### config.mk
export PLATFORM = sky130hd
export DESIGN_NAME = mem_arbiter
export DESIGN_NICKNAME = d
export VERILOG_FILES = /design/src/rtl/cpu_types_pkg.sv /design/src/rtl/arb_pick.sv /design/src/rtl/mem_arbiter.sv
export SDC_FILE = /design/constraint.sdc
export NUM_CORES = 1
export LEC_CHECK = 0
export ABC_AREA = 0
export CAP_MARGIN = 10
export CORE_AREA = 2 2 167 169
export DETAILED_ROUTE_END_ITERATION = 8
export DIE_AREA = 0 0 169 171
export PLACE_DENSITY = 0.54
export SYNTH_ARGS = -nofsm -noshare
export SYNTH_HDL_FRONTEND = slang
export SYNTH_HIERARCHICAL = 1
export SYNTH_SLANG_ARGS = --single-unit
export TNS_END_PERCENT = 1
### constraint.sdc
create_clock -name CLK -period 1.4 [get_ports CLK]
set_input_delay 0.14 -clock CLK [delete_from_list [all_inputs] [get_ports CLK]]
set_output_delay 0.14 -clock CLK [all_outputs]
set_load 0.05 [all_outputs]
### src/rtl/cpu_types_pkg.sv
// Shared CPU-side types: RAM word/state encodings plus the arbiter FSM and grant types.
package cpu_types_pkg;

  typedef logic [31:0] word_t;

  typedef enum logic [1:0] {
    FREE,
    BUSY,
    ACCESS,
    ERROR
  } ramstate_t;

  typedef enum logic {
    IDLE,
    SERVE
  } arb_state_t;

  typedef struct packed {
    logic core;
    logic is_d;
  } arb_grant_t;

endpackage

### src/rtl/arb_pick.sv
// Fixed-order requester selection: d[rr], i[rr], d[~rr], i[~rr].
module arb_pick
  import cpu_types_pkg::*;
#(
  parameter int CPUS = 2
) (
  input  logic [CPUS-1:0] ireq,
  input  logic [CPUS-1:0] dreq,
  input  logic            rr,
  output logic            vld,
  output arb_grant_t      grant
);

  logic orr;
  assign orr = ~rr;

  // Within the favoured core dcache wins; the other core only gets a look-in when rr is idle.
  always_comb begin
    vld   = 1'b0;
    grant = '0;
    if (dreq[rr]) begin
      vld        = 1'b1;
      grant.core = rr;
      grant.is_d = 1'b1;
    end else if (ireq[rr]) begin
      vld        = 1'b1;
      grant.core = rr;
      grant.is_d = 1'b0;
    end else if (dreq[orr]) begin
      vld        = 1'b1;
      grant.core = orr;
      grant.is_d = 1'b1;
    end else if (ireq[orr]) begin
      vld        = 1'b1;
      grant.core = orr;
      grant.is_d = 1'b0;
    end
  end

endmodule

### src/rtl/mem_arbiter.sv
// Two-core icache/dcache arbiter onto one RAM port; one transaction in flight, round-robin between cores.
module mem_arbiter
  import cpu_types_pkg::*;
#(
  parameter int CPUS = 2
) (
  input  logic                CLK,
  input  logic                n_rst,
  input  logic  [CPUS-1:0]    iREN,
  input  word_t [CPUS-1:0]    iaddr,
  output logic  [CPUS-1:0]    iwait,
  output word_t [CPUS-1:0]    iload,
  input  logic  [CPUS-1:0]    dREN,
  input  logic  [CPUS-1:0]    dWEN,
  input  word_t [CPUS-1:0]    daddr,
  input  word_t [CPUS-1:0]    dstore,
  output logic  [CPUS-1:0]    dwait,
  output word_t [CPUS-1:0]    dload,
  output logic                ramREN,
  output logic                ramWEN,
  output word_t               ramaddr,
  output word_t               ramstore,
  input  word_t               ramload,
  input  ramstate_t           ramstate
);

  arb_state_t state, state_n;
  arb_grant_t grant, pick;
  logic       rr, rr_n;
  logic       pick_vld;
  logic [CPUS-1:0] dreq;

  assign dreq = dREN | dWEN;

  arb_pick #(.CPUS(CPUS)) u_pick (
    .ireq  (iREN),
    .dreq  (dreq),
    .rr    (rr),
    .vld   (pick_vld),
    .grant (pick)
  );

  always_ff @(posedge CLK) begin
    if (!n_rst) begin
      state <= IDLE;
      rr    <= 1'b0;
      grant <= '0;
    end else begin
      state <= state_n;
      rr    <= rr_n;
      if (state == IDLE && pick_vld) grant <= pick;
    end
  end

  // Granted requester's live signals, muxed by the registered grant.
  logic  g_req, g_wr;
  word_t g_addr;

  always_comb begin
    if (grant.is_d) begin
      g_req  = dreq[grant.core];
      g_wr   = dWEN[grant.core];
      g_addr = daddr[grant.core];
    end else begin
      g_req  = iREN[grant.core];
      g_wr   = 1'b0;
      g_addr = iaddr[grant.core];
    end
  end

  always_comb begin
    state_n  = state;
    rr_n     = rr;
    ramREN   = 1'b0;
    ramWEN   = 1'b0;
    ramaddr  = '0;
    ramstore = '0;
    iwait    = '1;
    dwait    = '1;
    case (state)
      IDLE: begin
        if (pick_vld) state_n = SERVE;
      end
      SERVE: begin
        if (!g_req) begin
          // Abort: requester withdrew, leave the bus quiet and keep rr.
          state_n = IDLE;
        end else begin
          ramaddr = g_addr;
          if (g_wr) begin
            ramWEN   = 1'b1;
            ramstore = dstore[grant.core];
          end else begin
            ramREN = 1'b1;
          end
          if (ramstate == ACCESS) begin
            if (grant.is_d) dwait[grant.core] = 1'b0;
            else            iwait[grant.core] = 1'b0;
            rr_n    = ~grant.core;
            state_n = IDLE;
          end
        end
      end
      default: state_n = IDLE;
    endcase
  end

  for (genvar k = 0; k < CPUS; k++) begin : g_load
    assign iload[k] = ramload;
    assign dload[k] = ramload;
  end

endmodule
* Yosys cells after proc, flatten, opt, wreduce, memory -nomap -nowiden
Index checks and enable logic that the tools add are counted.
Word-level totals: word-level logic and storage cells 73, output and inout bits 198, flip-flop bits (word level) 4
Operators by class: bitwise gates (word level) 5, eq/ne operators 1, mux-type cells 56, order comparisons 4, reductions and logical operators 3
Operators with widths (number):
- $mux 32 | 12
- $mux 1 | 30
- $mux 2 | 12
- $lt 1x2->1 const B | 3
- $not 1->1 | 3
- $reduce_and 3->1 | 1
- $eq 2x2->1 const B | 1
- $logic_and 1x1->1 | 2
- $not 2->2 | 1
- $or 2x2->2 | 1
- $pmux 1 s2 | 1
- $demux 1 s1 | 1
- $ge 1x1->1 const B | 1

* Longest topological paths before layout
Gate-level depths: netlist (run 1).
depth in word-level cells 9, gate-level depth with buffers 7

* Hierarchy
The synthesis (run 1) kept the hierarchy.
Modules (own cells, without submodules):
- mem_arbiter | seq. area each 80.1 µm², area an instance 2842.7 µm², instances 1, cells an instance 316
- arb_pick | seq. area each 0.0 µm², area an instance 40.0 µm², instances 1, cells an instance 9

* Least setup slack after synthesis (run 1)
No wires, ideal clock.
kind reg-to-output, start point register grant[0] (netlist bit), end point output ramaddr[13], setup slack -559 ps, data required time 1260 ps, data arrival time 1819 ps, stages on the path, launching flop included 6, path buffers 1, cell sequence dfxtp_1 -> nor2_1 -> a2111oi_4 -> a31oi_4 -> buf_6 -> nor2b_1
On the way: cells in the longest elaborated chain, start to end 3, elaborated cells on any way between the ends 4, classes of those cells mux (4)
Ends and longest elaborated chain:
- start: declaration | line mem_arbiter.sv:28 | arb_grant_t grant, pick;
- start signal: assignment | line mem_arbiter.sv:51 | if (state == IDLE && pick_vld) grant <= pick;
- $mux 32 or $mux 1 (tied branches) | line mem_arbiter.sv:60 | if (grant.is_d) begin
- $mux 32 (*) | line mem_arbiter.sv:85 | if (!g_req) begin
- $mux 32 (*) | line mem_arbiter.sv:80 | case (state)
- end: declaration | line mem_arbiter.sv:21 | output word_t ramaddr,
Mark *: on every way between the ends. The rest lies on a longest branch, timed or not.

* Final worst setup path (run 1)
start point register grant[1] (netlist bit), end point output ramaddr[20]
On the way: cells in the longest elaborated chain, start to end 5, elaborated cells on any way between the ends 12, classes of those cells mux (12)
Ends and longest elaborated chain:
- $mux 32 (not written as such), or another cell as far along (2 in a row) | line mem_arbiter.sv:67 | g_addr = iaddr[grant.core];
- $mux 32 or $mux 1 (tied branches) | line mem_arbiter.sv:60
- $mux 32 (*) | line mem_arbiter.sv:85
- $mux 32 (*) | line mem_arbiter.sv:80
Mark *: on every way between the ends. The rest lies on a longest branch, timed or not. The select of a mux whose other input is x is not followed.

==> results.md, run 1 <==
Finish:
- Once layout is complete, the utilization of the core stands at 0.230.
- The layout has roughly 2900 filler cells.
- 0 antenna diodes ended up in the layout.
- The multi-input logic area is between 2000 and 2500 µm².
- The register cell area after layout is roughly 90 µm².
- In the final layout, the share of cells above drive strength 1 is 0.461.
- The net count of the finished layout is about 720.
- Compared with the post-synthesis result, the final layout area differs by 118%.

Drt:
- The iteration-0 DRC count of the detailed router is 48.
- The detail route stage leaves a number of antenna-violating nets equal to 0.
- Dividing the detail-routed via count by the number of cells gives 3.41.
- In the final routed layout, each cell accounts on average for 14.3 µm.
- For this run, design rule violations remaining after detail routing come to 0.
- The final route contains between 2000 and 3000 vias.
- The wire length after detailed routing is 11900 µm.
- The first TritonRoute pass finished after 6 iterations.

Timing:
- The final max-slew violation count was 0.
- Counting I/O delays and the setup requirement, the final critical path takes 1880 ps.
- Setup repair after global routing could not meet its margin everywhere.
- Once routing completed, OpenROAD measured the worst setup slack at -482 ps.
- The clock arrives with 0.520 ps of skew.
- Dividing the final minimum period by the clock period gives 1.34.
- The highest clock frequency the design can meet is around 530 MHz.
- The remaining max-slew budget at the tightest pin is 0.766.
- The final-report hold violation count is 0.
- Setup violations remaining at the end of the flow were counted as 70.
- The actual slew at the worst max-slew pin is 350 ps.

Clock network:
- The clock input transition at the sequential cells of the worst setup and hold paths is roughly 30 ps.
- The number of clock sinks is 4.
- The root buffer cell chosen for the clock tree is sky130_fd_sc_hd__clkbuf_16.
- TritonCTS built the clock tree.
- The clock insertion delay at the later pin of the skew report is between 200 and 250 ps.
- In this run, CTS created clock tree buffers numbering 3.
- The H-tree depth reported by CTS is 1.
- The largest buffer count on any clock path is 2.

Critical path:
- STA classifies the critical path endpoint as an output pin.
- Across all register-to-register paths, the minimum setup slack is 0 ps.
- The worst register-to-register path ends at rr$_SDFFE_PN0P_.
- The signal arrival time at the worst endpoint is 1740 ps.
- The largest incremental delay on the critical path is 530 ps.
- The logic depth of the worst register-to-register path is 6.
- The startpoint of the worst-slack reg-to-reg timing path is grant[1]$_SDFFE_PN0P_.
- The worst setup path is launched from a flip-flop.
- The largest individual stage delay along the critical path comes from the cell sky130_fd_sc_hd__mux4_2.
- The number of gates on the worst path with buffers counted is 5.
- The number of buffers and inverters on the critical path is 3.
- The most prevalent standard cell on the critical path is sky130_fd_sc_hd__buf_4.
- The critical path in this run is classified as reg -> out.
- The cell class contributing the biggest share of worst-path delay is multiplexers.
- In this run the worst path has a maximum fanout of 4.
- The critical path starts at grant[1]$_SDFFE_PN0P_.
- The critical path goes through buf_6, buf_4, mux4_2, nor2b_4, buf_4.
- STA puts the critical path data required time at 1260 ps.

Floorplan:
- The horizontal die dimension is roughly 170 µm.
- The die outline height is 171 µm.
- Pin placement for this block handled roughly 430 I/O pins.
- In this run the core area contains 61 standard-cell rows.
- The total area inside the core boundary comes to about 27000 µm².
- The initial core utilization is 0.106.
- The die outline area is 28900 µm².

Place:
- The number of I/O port buffers is 271.
- The final weighted congestion of routability-driven global placement is between 0.7 and 0.8.
- Detailed placement finished with a half-perimeter wire length of 10300 µm.

Min path:
- The path class of the tightest hold or removal check is in -> out.
- The startpoint identified for the worst hold timing path is ramload[24].
- The worst hold path depth is 0.
- The path with the worst hold slack has its endpoint at dload[24].

Power:
- In this run the power density over the cells is 499 nW/µm².
- Overall power consumption after layout is estimated at 3.14 mW.
- The leakage power of the design is roughly 2.2 nW.
- Across the VDD grid, the largest voltage drop is 0.436 mV.

Logic synthesis:
- In this run the cell area of the synthesized design comes to 2880 µm².
- Counting flops and latches in the post-synthesis netlist gives 4.
- The dominant cell type by area after synthesis is sky130_fd_sc_hd__buf_4.
- The Yosys step of the flow raised 6 warnings.
- After synthesis, the netlist uses 28 different library cells.
- After synthesis, the cell types taking the most area are sky130_fd_sc_hd__buf_4, sky130_fd_sc_hd__mux4_2, sky130_fd_sc_hd__mux2i_1.
- The post-synthesis net count is 559.
- The number of instances in the synthesized netlist is 325.
- The synthesized area per cell is about 9 µm².
- Of the post-synthesis cell area, the dominant cell type holds 0.339.
- The proportion of synthesized chip area in sequential cells is 0.0278.

Status:
- The final reports fail on setup timing.
- The flow ran to the end, but the final reports show violations.

Global route:
- The initial antenna violation count is 0.
- Across every metal layer, demand over resource in global routing totals 0.0786.
- The total grt overflow is 0.
- The first global-routing pass estimated approximately 17000 µm of wire.
- The number of global-route vias before repair was ~3000.
- The largest net degree at the start of global routing is 31.

Flow run:
- The max-cap check violation count is 0.
## flip-flops by register name, summed over array words and instances (netlist names)
register	flops
grant	2
rr	1
state	1
## metal layers
| metal | GRT usage | wire, µm | vias to the layer above |
|---|---|---|---|
| li1 | - | - | 1311 |
| met4 | 0.0301 | 249 | 0 |
| met5 | 0 | 0 | - |
| met1 | 0.0826 | 4290 | 1282 |
| met3 | 0.0289 | 1460 | 18 |
| met2 | 0.143 | 5930 | 224 |
## layout make-up
cell class	count	area share
clock buffer	3	0.0119
inverter	5	0.00358
multi-input combinational	169	0.347
sequential	4	0.0145
tap	346	0.0689
timing repair buffer	305	0.554
## cell usage after synthesis (all sizes together)
cell     number
a21oi         2
a2111oi       1
a211oi        1
nand4b        1
inv           5
or3b          1
mux4         32
a31oi         2
nand2         6
mux2i        36
nand3         1
nor2         41
clkbuf        3
o21ai         1
or3           1
dfxtp         4
nor3          2
buf         144
nor2b        37
o31ai         1
nand2b        3
## worst max path at each step
stage,endpoint,slack (ps)
after floorplan,ramaddr[3],-170
after CTS,ramaddr[0],-520
after detailed placement,ramaddr[30],-580
final,ramaddr[20],-480
after global placement,ramaddr[17],-550
after global routing,ramstore[12],-560
## where the power goes
part / internal [mW] / switching (mW) / leakage [nW]
combinational: 1.39 / 1.15 / 2.16
clock: 0.365 / 0.0855 / 0.0370
sequential: 0.127 / 0.0192 / 0.0348
total: 1.88 / 1.26 / 2.24
## kinds of logic (layout without fill, tap and decap cells)
group,Yosys count,in the layout,synth area share
flip-flops,4,4,0.0278
AND/OR/NAND/NOR,93,93,0.164
multiplexers,68,68,0.380
AO/OA/AOI/OAI,8,8,0.0308
buffers and inverters,152,313,0.397
## through the flow
| stage | setup WS, ps | setup TNS (ps) | hold slack, ps | instances | area, µm² |
|---|---|---|---|---|---|
| 2_1_floorplan | -168 | -11020 | 252 | 325 | 3410 |
| 3_3_place_gp | -551 | -31160 | 281 | 824 | 5910 |
| 5_1_grt | -556 | -35350 | 280 | 832 | 6280 |
| 6_report | -482 | -29810 | 280 | 832 | 6280 |
| 4_1_cts | -515 | -30910 | 281 | 832 | 6230 |
| 3_5_place_dp | -582 | -31890 | 281 | 824 | 5910 |
## placed cells by master, fill, tap and decap left out, drive strengths merged
| cell type | n |
|---|---|
| o31ai | 1 |
| a211oi | 1 |
| dlygate4sd2 | 2 |
| mux4 | 32 |
| or3b | 1 |
| nor2 | 41 |
| clkdlybuf4s50 | 199 |
| clkbuf | 3 |
| nor3 | 2 |
| a21oi | 2 |
| clkinvlp | 1 |
| inv | 4 |
| o21ai | 1 |
| nand2b | 3 |
| nand3 | 1 |
| dfxtp | 4 |
| nand2 | 6 |
| a31oi | 2 |
| or3 | 1 |
| a2111oi | 1 |
| mux2i | 36 |
| nor2b | 37 |
| buf | 104 |
| nand4b | 1 |
## repair_timing
item | in CTS | in global routing
resized for setup | 49 | 14
hold buffers | 0 | 0
pin swaps | 6 | 1
setup endpoints to repair | 74 | 74
buffers inserted | 4 | 0
cloned | 1 | 0
Note: power is estimated with default switching activity, not from simulation.
==> run 2, diff against run 1 <==
==> constraint.sdc (replaced) <==
create_clock -name CLK -period 1.4 [get_ports CLK]
set_input_delay 0.28 -clock CLK [delete_from_list [all_inputs] [get_ports CLK]]
set_output_delay 0.28 -clock CLK [all_outputs]
set_load 0.05 [all_outputs]
==> run 2 against run 1 <==
The run still ends with setup timing left; sequential cell count stayed put; global-route usage is 0.25 points higher; power is 3.9% higher; final cell count is 0.48% higher; worst setup slack worse by 170 ps; combinational power is 4% higher; largest power group unchanged; clock skew hardly changed; non-clock buffer count is 3 higher.
==> results.md, run 2 (synthesis results as in run 1) <==
Status:
- The run finished, with violations left.
- The checks that failed: setup timing.

Place:
- The cell total after placement is between 800 and 900.
- Summing all placed instances gives a cell area of just under 6000 µm².
- The HPWL after detailed placement is between 10000 and 15000 µm.
- Buffers placed on the I/O ports in this run total 271.
- The final weighted congestion of routability-driven global placement is 0.725.

Floorplan:
- The die outline height is 171 µm.
- The floorplan has just over 60 rows.
- The number of primary I/O pins is between 400 and 500.
- The die outline area is between 20000 and 30000 µm².
- The horizontal die dimension is 169 µm.
- The core region is between 20000 and 30000 µm².
- The initial utilization of the core area, before any placement, comes to 0.106.

Critical path:
- The critical path goes through buf_6, a2111oi_4, a31oi_4, buf_12, buf_12, nor2b_4, buf_8.
- The worst setup path is launched from a flip-flop.
- The critical path's slowest cell is sky130_fd_sc_hd__a2111oi_4.
- The critical path in this run is classified as reg -> out.
- The cell class contributing the biggest share of worst-path delay is buffers and inverters.
- The capturing element type of the critical path is an output pin.
- The most numerous cell type found on the critical path is sky130_fd_sc_hd__buf_12.
- The maximum net fanout on the critical path is 8.
- The worst endpoint required time is ~1100 ps.
- Setup slack on the worst reg-to-reg path comes out at -20 ps.
- On the worst path, the slowest cell contributes a delay of just under 400 ps.
- The signal arrival time at the worst endpoint is ~1800 ps.
- Counting both buffers and inverters, the worst setup path holds a total of 4.
- The startpoint of the worst-slack reg-to-reg timing path is grant[1]$_SDFFE_PN0P_.
- The reg-to-reg endpoint is state$_SDFF_PN0_.
- The worst register-to-register path has a depth of 6.

Finish:
- The flip-flop count of the largest register, all copies and words added is 2.
- The top register by number of flip-flops is grant.
- The leading cell type in the layout, fill and taps excluded is sky130_fd_sc_hd__clkdlybuf4s50_1.
- The fraction of layout instances using a drive strength above 1 is 0.476.
- For this run, the post-layout net count is 725.
- In the final layout, the multi-input gates occupy between 2000 and 2500 µm².
- The number of antenna cells inserted is 0.
- The area growth from synthesis to layout is 122%.
- The library cells used most frequently in the layout, excluding fill and tap cells, are sky130_fd_sc_hd__clkdlybuf4s50_1, sky130_fd_sc_hd__buf_12, sky130_fd_sc_hd__buf_6.
- Leaving out filler cells and counting taps, the final layout contains 836.
- The largest registers in the layout are grant: 2 flops, rr: 1 flops, state: 1 flops.
- The sequential cells in the finished layout cover a total of roughly 90 µm².
- The count of filler cells inserted in the layout is 2925.
- The final cell area excluding filler cells is 6390 µm².

Power:
- Power spread over the standard cell area amounts to 510 nW/µm².
- Summed over all cells, the static leakage comes to between 2 and 2.5 nW.
- The total power after layout is 3.26 mW.
- IR analysis of the VDD net gives a maximum drop of approximately 0.35 mV.

Clock network:
- TritonCTS built the clock tree.
- Buffers inserted during clock tree synthesis total 3.
- The root buffer selected by CTS is sky130_fd_sc_hd__clkbuf_16.
- The clock input transition at the sequential cells of the worst setup and hold paths is roughly 30 ps.
- Clock latency on the worst-skew pair, taken at its later pin, is 220 ps.
- In this run the deepest clock path goes through 2 buffers.
- The number of clock sinks is 4.
- Buffers inserted to repair hold after CTS numbered 0.
- CTS built an H-tree with a depth of 1.

Timing:
- Setup violations remaining at the end of the flow were counted as 72.
- The final period utilization is 1.47.
- The setup slack after layout is -654 ps.
- Setup repair after global routing could not meet its margin everywhere.
- The highest clock frequency the design can meet is 487 MHz.
- The final max-slew violation count came to 0.
- The worst setup skew after layout is 0.395 ps.
- For the pin with the worst max-slew slack, the measured transition is 351 ps.
- The shortest clock period the worst path allows after layout is 2050 ps.
- Across all hold checks on the routed design, the worst slack comes to 498 ps.
- The final-report hold violation count came to 0.
- The remaining max-slew budget at the tightest pin is 0.766.

Flow run:
- The max-cap check violation count is 0.

Min path:
- The min-delay analysis places its worst path in the category reg -> reg.
- The worst hold path depth is 2.
- The worst hold path begins at rr$_SDFFE_PN0P_.
- The sink of the worst hold path is rr$_SDFFE_PN0P_.

Drt:
- The wire length after detailed routing is about 12000 µm.
- The number of DRC violations after detailed routing is 0.
- The number of iterations in the first detailed-routing pass is 4.
- The count of antenna-violating nets left after detailed routing is 0.
- The detail-routed net length per standard cell is between 10 and 15 µm.
- After the first detailed-routing iteration, the DRC count stood at 60.
- The routed layout has 2844 vias.
- The ratio of routed vias to standard cells is 3.40.

Global route:
- The global-route wire length before repair is 17900 µm.
- The initial antenna violation count is 0.
- In the global route stage, overall resource usage came out at 0.0812.
- Summed over all layers, the global routing overflow is 0.
- The largest net degree at the start of global routing is 31.
- The number of global-route vias before repair is about 3100.
[run 2: cell types whose count changed in the layout (fill, tap and decap cells not counted), sizes merged]
cell,before,now
dlygate4sd2,2,6
clkbuf,3,4
buf,104,107
clkdlybuf4s50,199,195
[run 2: layout make-up]
cell class / instances / area share
sequential: 4 / 0.0143
timing repair buffer: 308 / 0.555
inverter: 5 / 0.00352
multi-input combinational: 169 / 0.347
clock buffer: 4 / 0.0123
tap: 346 / 0.0678
[run 2: tightest hold or removal path, delay by kind of cell, from the launching register on]
| family | cells | cell delay (ps) |
|---|---|---|
| flip-flops | 1 | 320 |
| AND/OR/NAND/NOR | 1 | 60 |
| AO/OA/AOI/OAI | 1 | 60 |
[run 2: worst max-delay path by stage]
| stage | depth (start not counted) | from | endpoint | slack [ps] |
|---|---|---|---|---|
| final | 7 | grant[1]$_SDFFE_PN0P_ | ramaddr[8] | -650 |
| after global routing | 7 | grant[1]$_SDFFE_PN0P_ | ramaddr[8] | -700 |
| after CTS | 8 | grant[1]$_SDFFE_PN0P_ | ramaddr[14] | -700 |
| after detailed placement | 7 | dWEN[0] | ramaddr[30] | -890 |
| after global placement | 7 | dWEN[0] | ramaddr[17] | -840 |
| after floorplan | 5 | state$_SDFF_PN0_ | ramaddr[3] | -310 |
[run 2: metrics by stage]
step / setup WS (ps) / utilization / TNS (ps)
5_1_grt: -701 / 0.234 / -45640
6_report: -654 / 0.234 / -40950
3_3_place_gp: -838 / 0.218 / -51590
3_5_place_dp: -895 / 0.218 / -53750
2_1_floorplan: -308 / - / -20820
4_1_cts: -704 / 0.233 / -41340
[run 2: where the power goes]
group          switching, mW  internal (mW)  total (mW)
logic                   1.19           1.45        2.65
registers             0.0189          0.127       0.146
clock network         0.0855          0.377       0.462
total                   1.30           1.96        3.26
[run 2: layer usage]
metal	GRT usage	up-vias	wire length, µm
li1	-	1313	-
met1	0.0834	1302	4430
met2	0.154	217	6360
met3	0.0301	12	1480
met4	0.0223	0	170
met5	0	-	0
[run 2: what timing repair did]
action / 4_1_cts / 5_1_grt
resized for setup: 70 / 14
setup buffers: 5 / 0
gates cloned: 1 / 0
pin swaps: 8 / 3
setup endpoints to repair: 74 / 74
==> RTL edit 1, RTL diff (config.mk and constraints of run 2) <==
`CPUS` is set to 2 in 2 places; all go to 1.
--- a/src/rtl/arb_pick.sv
+++ b/src/rtl/arb_pick.sv
@@ -2,7 +2,7 @@
 module arb_pick
   import cpu_types_pkg::*;
 #(
-  parameter int CPUS = 2
+  parameter int CPUS = 1
 ) (
   input  logic [CPUS-1:0] ireq,
   input  logic [CPUS-1:0] dreq,
--- a/src/rtl/mem_arbiter.sv
+++ b/src/rtl/mem_arbiter.sv
@@ -2,7 +2,7 @@
 module mem_arbiter
   import cpu_types_pkg::*;
 #(
-  parameter int CPUS = 2
+  parameter int CPUS = 1
 ) (
   input  logic                CLK,
   input  logic                n_rst,
Ports: changed (10 resized); port bits go from 432 to 267. No check against the original RTL was run, so the function may have changed too.
==> RTL edit 1 against run 2 <==
  * The run still ends with setup timing left
  * Area after synthesis fell by 41%
  * Die area did not move
  * Hold slack improved by 63 ps
  * Final area fell by 30%
  * Non-clock buffer count fell by 114
  * Sequential cell count did not move
  * Core utilization fell by 7.1 points
  * Power fell by 34%
  * Wire length fell by 45%
  * Setup slack improved by 270 ps
  * Sequential share of layout area rose by 0.40 points
  * Register-to-register slack improved by 120 ps
  * Count of clock-buffer cells in the layout fell by 1
==> RTL edit 1: results (changes against run 2) <==
[min_path]
hold_depth = 0  ; -2
min_to = dload[2]
min-delay-start = ramload[2]
hp-class = input port to output port

[place]
gp_congestion = 0.711  ; -1.8%
dp_hpwl_mm = 5.84  ; -45%
dp_slack_ps = -640  ; +255 ps
portBuffers = 170  ; -37%
dp.cells = 660  ; -20%
placed_cell_area_mm2 = 0.00420  ; -29%

[finish]
nets = 457  ; -37%
multiInputGateArea_mm2 = 0.00120  ; -46%
final.fill_count = 3060  ; +4.6%
drive_gt1_share_pct = 56.6  ; +9.0 points

[logic_synthesis]
synth_area_leaders = buf_4, mux2i_1, nor2_4
syn_inst = 199  ; -39%
yosysSeqAreaShare_pct = 4.72  ; +1.9 points
syn_nets = 334  ; -40%
synth_compound_area_share_pct = 2.14  ; -0.94 points
muxShareOfSynthArea_pct = 20.0  ; -18 points
synth.cells.most_frequent = buf_4, mux2i_1, and2_1, nor2_4, buf_2
synth_xor_area_share_pct = 0  ; unchanged
yosys_warnings = 6  ; unchanged
yosysUniqueCellTypes = 23  ; -18%
synth_most_common_cell = buf_4

[sta]
tns_ps = -22780  ; +18170 ps
fin_ws_ps = -385  ; +269 ps
worstMarginPinSlew_ps = 270  ; -81.0 ps
skew_ps = 0.908  ; +0.513 ps
setup_violations = 68  ; -5.6%
holdWs_ps = 560  ; +62.5 ps

[detailed_routing]
drtPass1Iterations = 2  ; -2
wl_per_cell_um = 10.2  ; -31%
viasPerCell = 2.57  ; -24%
drtIter0Drc = 21  ; -65%
wirelength_mm = 6.81  ; -45%

[status]
violations = setup timing
status = finished with violations

[setup_path]
reg2reg_to = rr
cp_max_fo = 8  ; unchanged
reg2regPathDepth = 4  ; -2
regToRegSetupSlack_ps = 100  ; +120 ps
cp.arrival_ps = 1510  ; -260 ps
regToRegStartpoint = grant[0]

[global_routing]
grt_max_degree = 34  ; +9.7%
grt_pass1_wl_mm = 9.71  ; -46%
grt_pass1_vias = 1829  ; -41%
grtUsageTotal_pct = 4.38  ; -3.7 points
antenna_found_initial = 1  ; +1

[clocking]
cts_root_buf = clkbuf_16
htree_levels = 1  ; unchanged

[power]
p_leak_uw = 0.00161  ; -30%
vdd_drop_max_v = 0.000269  ; -24%

==> RTL edit 1: cell families (layout without fill, tap and decap cells) <==
family | after synthesis | after routing
compound gates | 5 | 5
flops | 4 | 4
mux | 34 | 34
other cells | 0 | 1
simple gates | 79 | 79
buf+inv | 77 | 198
==> RTL edit 1: worst max-delay path by stage <==
stage | from | end | slack [ps] | cells past startpoint
final | grant[0] | ramREN | -390 | 5
after global placement | iREN | ramaddr[0] | -620 | 6
after floorplan | grant[0] | ramaddr[0] | -150 | 4
after detailed placement | iREN | ramREN | -640 | 6
after CTS | grant[0] | ramREN | -410 | 5
after global routing | grant[0] | ramREN | -450 | 5
==> RTL edit 1: cell type report <==
class / count / share of cell area (%)
diodes: 1 / 0.0562
clock buffers: 3 / 1.69
well taps: 346 / 9.72
inverters: 1 / 0.0843
flip-flops and latches: 4 / 1.83
repair buffers: 194 / 59.6
multi-input cells: 118 / 27.0
==> RTL edit 1: critical path: stages, from the launching register on <==
cell and delay (ps):
dfxtp_2 330, nor3b_4 160, or2_4 320, buf_12 180
a21oi_4 140, buf_12 150
==> RTL edit 1: metal layers <==
| layer | routed length [um] | vias to the layer above | GRT usage, % |
|---|---|---|---|
| met4 | 345 | 0 | 2.64 |
| met2 | 3450 | 153 | 8.46 |
| met1 | 1990 | 722 | 3.60 |
| met3 | 1030 | 30 | 2.04 |
| li1 | - | 812 | - |
| met5 | 0 | - | 0 |
==> RTL edit 1: timing repair <==
item / CTS / global route
hold buffers: 0 / 0
pin swaps: 4 / 0
endpoints found under the setup margin: 72 / 70
gates resized for setup: 28 / 8
buffers inserted: 2 / 0
gates cloned: 1 / 0
==> RTL edit 1: report_power, final <==
group	internal, uW	switching (uW)	leakage [uW]
combinational	847	720	0.00154
clock	366	86.2	0.0000370
sequential	123	7.02	0.0000332
total	1340	813	0.00161
==> RTL edit 2, RTL diff (settings of run 2) <==
Without the edit above. Make the reset (`n_rst`) asynchronous in one clocked block.
--- a/src/rtl/mem_arbiter.sv
+++ b/src/rtl/mem_arbiter.sv
@@ -40,7 +40,7 @@
     .grant (pick)
   );
 
-  always_ff @(posedge CLK) begin
+  always_ff @(posedge CLK or negedge n_rst) begin
     if (!n_rst) begin
       state <= IDLE;
       rr    <= 1'b0;
Function: differs if n_rst is asserted again (counterexample within 4 cycles, from zero or initial values and one cycle with n_rst low); with n_rst held inactive, the same outputs for 4 cycles.
==> RTL edit 2 against run 2 <==
  * The run still ends with setup timing left
  * Final area is 0.94% higher
  * Core utilization grew 0.22 points
  * Wire length is 4.0% higher
  * Sequential cell count unchanged
  * Setup slack worse by 130 ps
  * Synthesized cell count decreased by 3.7%
  * Critical endpoint is now ramaddr[2]
  * First-iteration DRC count fell by 6.7%
  * Area after synthesis down 3.8%
  * Critical path type unchanged
Power is left out: it rests on default switching activity, and per cell area and clock period it moved more than threefold.
==> RTL edit 2: results (changes against run 2) <==
[logic_synthesis]
synth_area_leaders = buf_4, mux4_2, mux2i_1
yosysSeqAreaShare_pct = 3.61  ; +0.83 points
synth_flop_cell = dfrtp_1
syn_nets = 547  ; -2.1%
synth_fa_ha_area_share_pct = 0  ; unchanged
yosysUniqueCellTypes = 27  ; -3.6%
synth_compound_area_share_pct = 0.677  ; -2.4 points
synthArstFlopShare_pct = 100  ; +100 points
synth.cells.most_frequent = buf_4, nor2_1, mux2i_1, mux4_2, and3_1
muxShareOfSynthArea_pct = 39.9  ; +1.9 points

[finish]
drive_gt1_share_pct = 48.1  ; +0.53 points
reg.largest.list = grant: 2 flops, rr: 1 flops, state: 1 flops
final.fill_count = 2903  ; -0.75%
nets = 703  ; -3.0%

[detailed_routing]
drtIter0Drc = 56  ; -6.7%
viasPerCell = 3.47  ; +2.1%
wirelength_mm = 12.9  ; +4.0%

[global_routing]
antenna_found_initial = 3  ; +3
grt_pass1_wl_mm = 18.3  ; +2.3%
grt_pass1_vias = 3039  ; -1.4%
grtUsageTotal_pct = 8.41  ; +0.29 points
grt_max_degree = 30  ; -3.2%

[place]
dp_hpwl_mm = 10.8  ; +1.4%
gp_congestion = 0.722  ; -0.35%

[sta]
setup_violations = 74  ; +2.8%
worstMarginPinSlew_ps = 288  ; -63.0 ps
skew_ps = 0.410  ; +0.0151 ps
fin_ws_ps = -783  ; -129 ps

[setup_path]
slowest_stage = mux4_2
cp_max_fo = 8  ; unchanged
cp.arrival_ps = 1900  ; +130 ps

[clocking]
cts_buffers = 3  ; unchanged

[status]
violations = setup timing
status = finished with violations

[RTL edit 2: cell count changes after synthesis, sizes merged, moves of 4 or more]
cell           run 2  this run
nor2b             37         4
and3               0        32
clkbuf             3         7
dfrtp              0         4
dfxtp              4         0
nor2              41        37
[RTL edit 2: cell type report]
cell class	instances	share of cell area (%)
antenna	2	0.0776
clock buffer	4	1.22
sequential	4	1.63
multi-input combinational	157	31.4
tap	346	6.71
inverter	3	0.233
timing repair buffer	300	58.7
[RTL edit 2: per-stage QoR]
step,util [%],worst slack (ps),instance area (um2),instances
2_1_floorplan,-,-340,3220,313
3_3_place_gp,22.4,-927,6130,805
3_5_place_dp,22.4,-929,6130,805
4_1_cts,23.6,-866,6450,815
5_1_grt,23.6,-824,6440,814
6_report,23.6,-783,6450,816
[RTL edit 2: what timing repair did]
action / CTS / global route
hold buffers: 0 / 0
gates cloned: 4 / 0
buffers inserted: 2 / 0
resized for setup: 38 / 7
pin swaps: 16 / 5
setup endpoints to repair: 74 / 74
[RTL edit 2: per-layer routing]
metal / routed length [um] / GRT usage, %
met3: 1490 / 3.59
met1: 4340 / 8.10
met5: 12 / 0
met2: 6780 / 16.0
met4: 318 / 2.86
[RTL edit 2: worst paths after layout]
kind	startpoint	end	slack [ps]
worst max-delay path	grant[1]	ramaddr[2]	-780
worst min register to register	rr	rr	600
worst min-delay path	n_rst	grant[1]	270
worst max register to register	grant[1]	rr	-260
max in group asynchronous	n_rst	grant[1]	910
min in group CLK	ramload[25]	dload[25]	560
[RTL edit 2: critical path: cells and delay by family (launching register included)]
family,cells,cell delay [ps]
simple gates,1,180
buf+inv,3,450
flops,1,480
mux,1,550
[RTL edit 2: cells by family after synthesis]
| family | count (synthesis) |
|---|---|
| compound gates | 3 |
| buf+inv | 152 |
| mux | 69 |
| simple gates | 85 |
| flops | 4 |
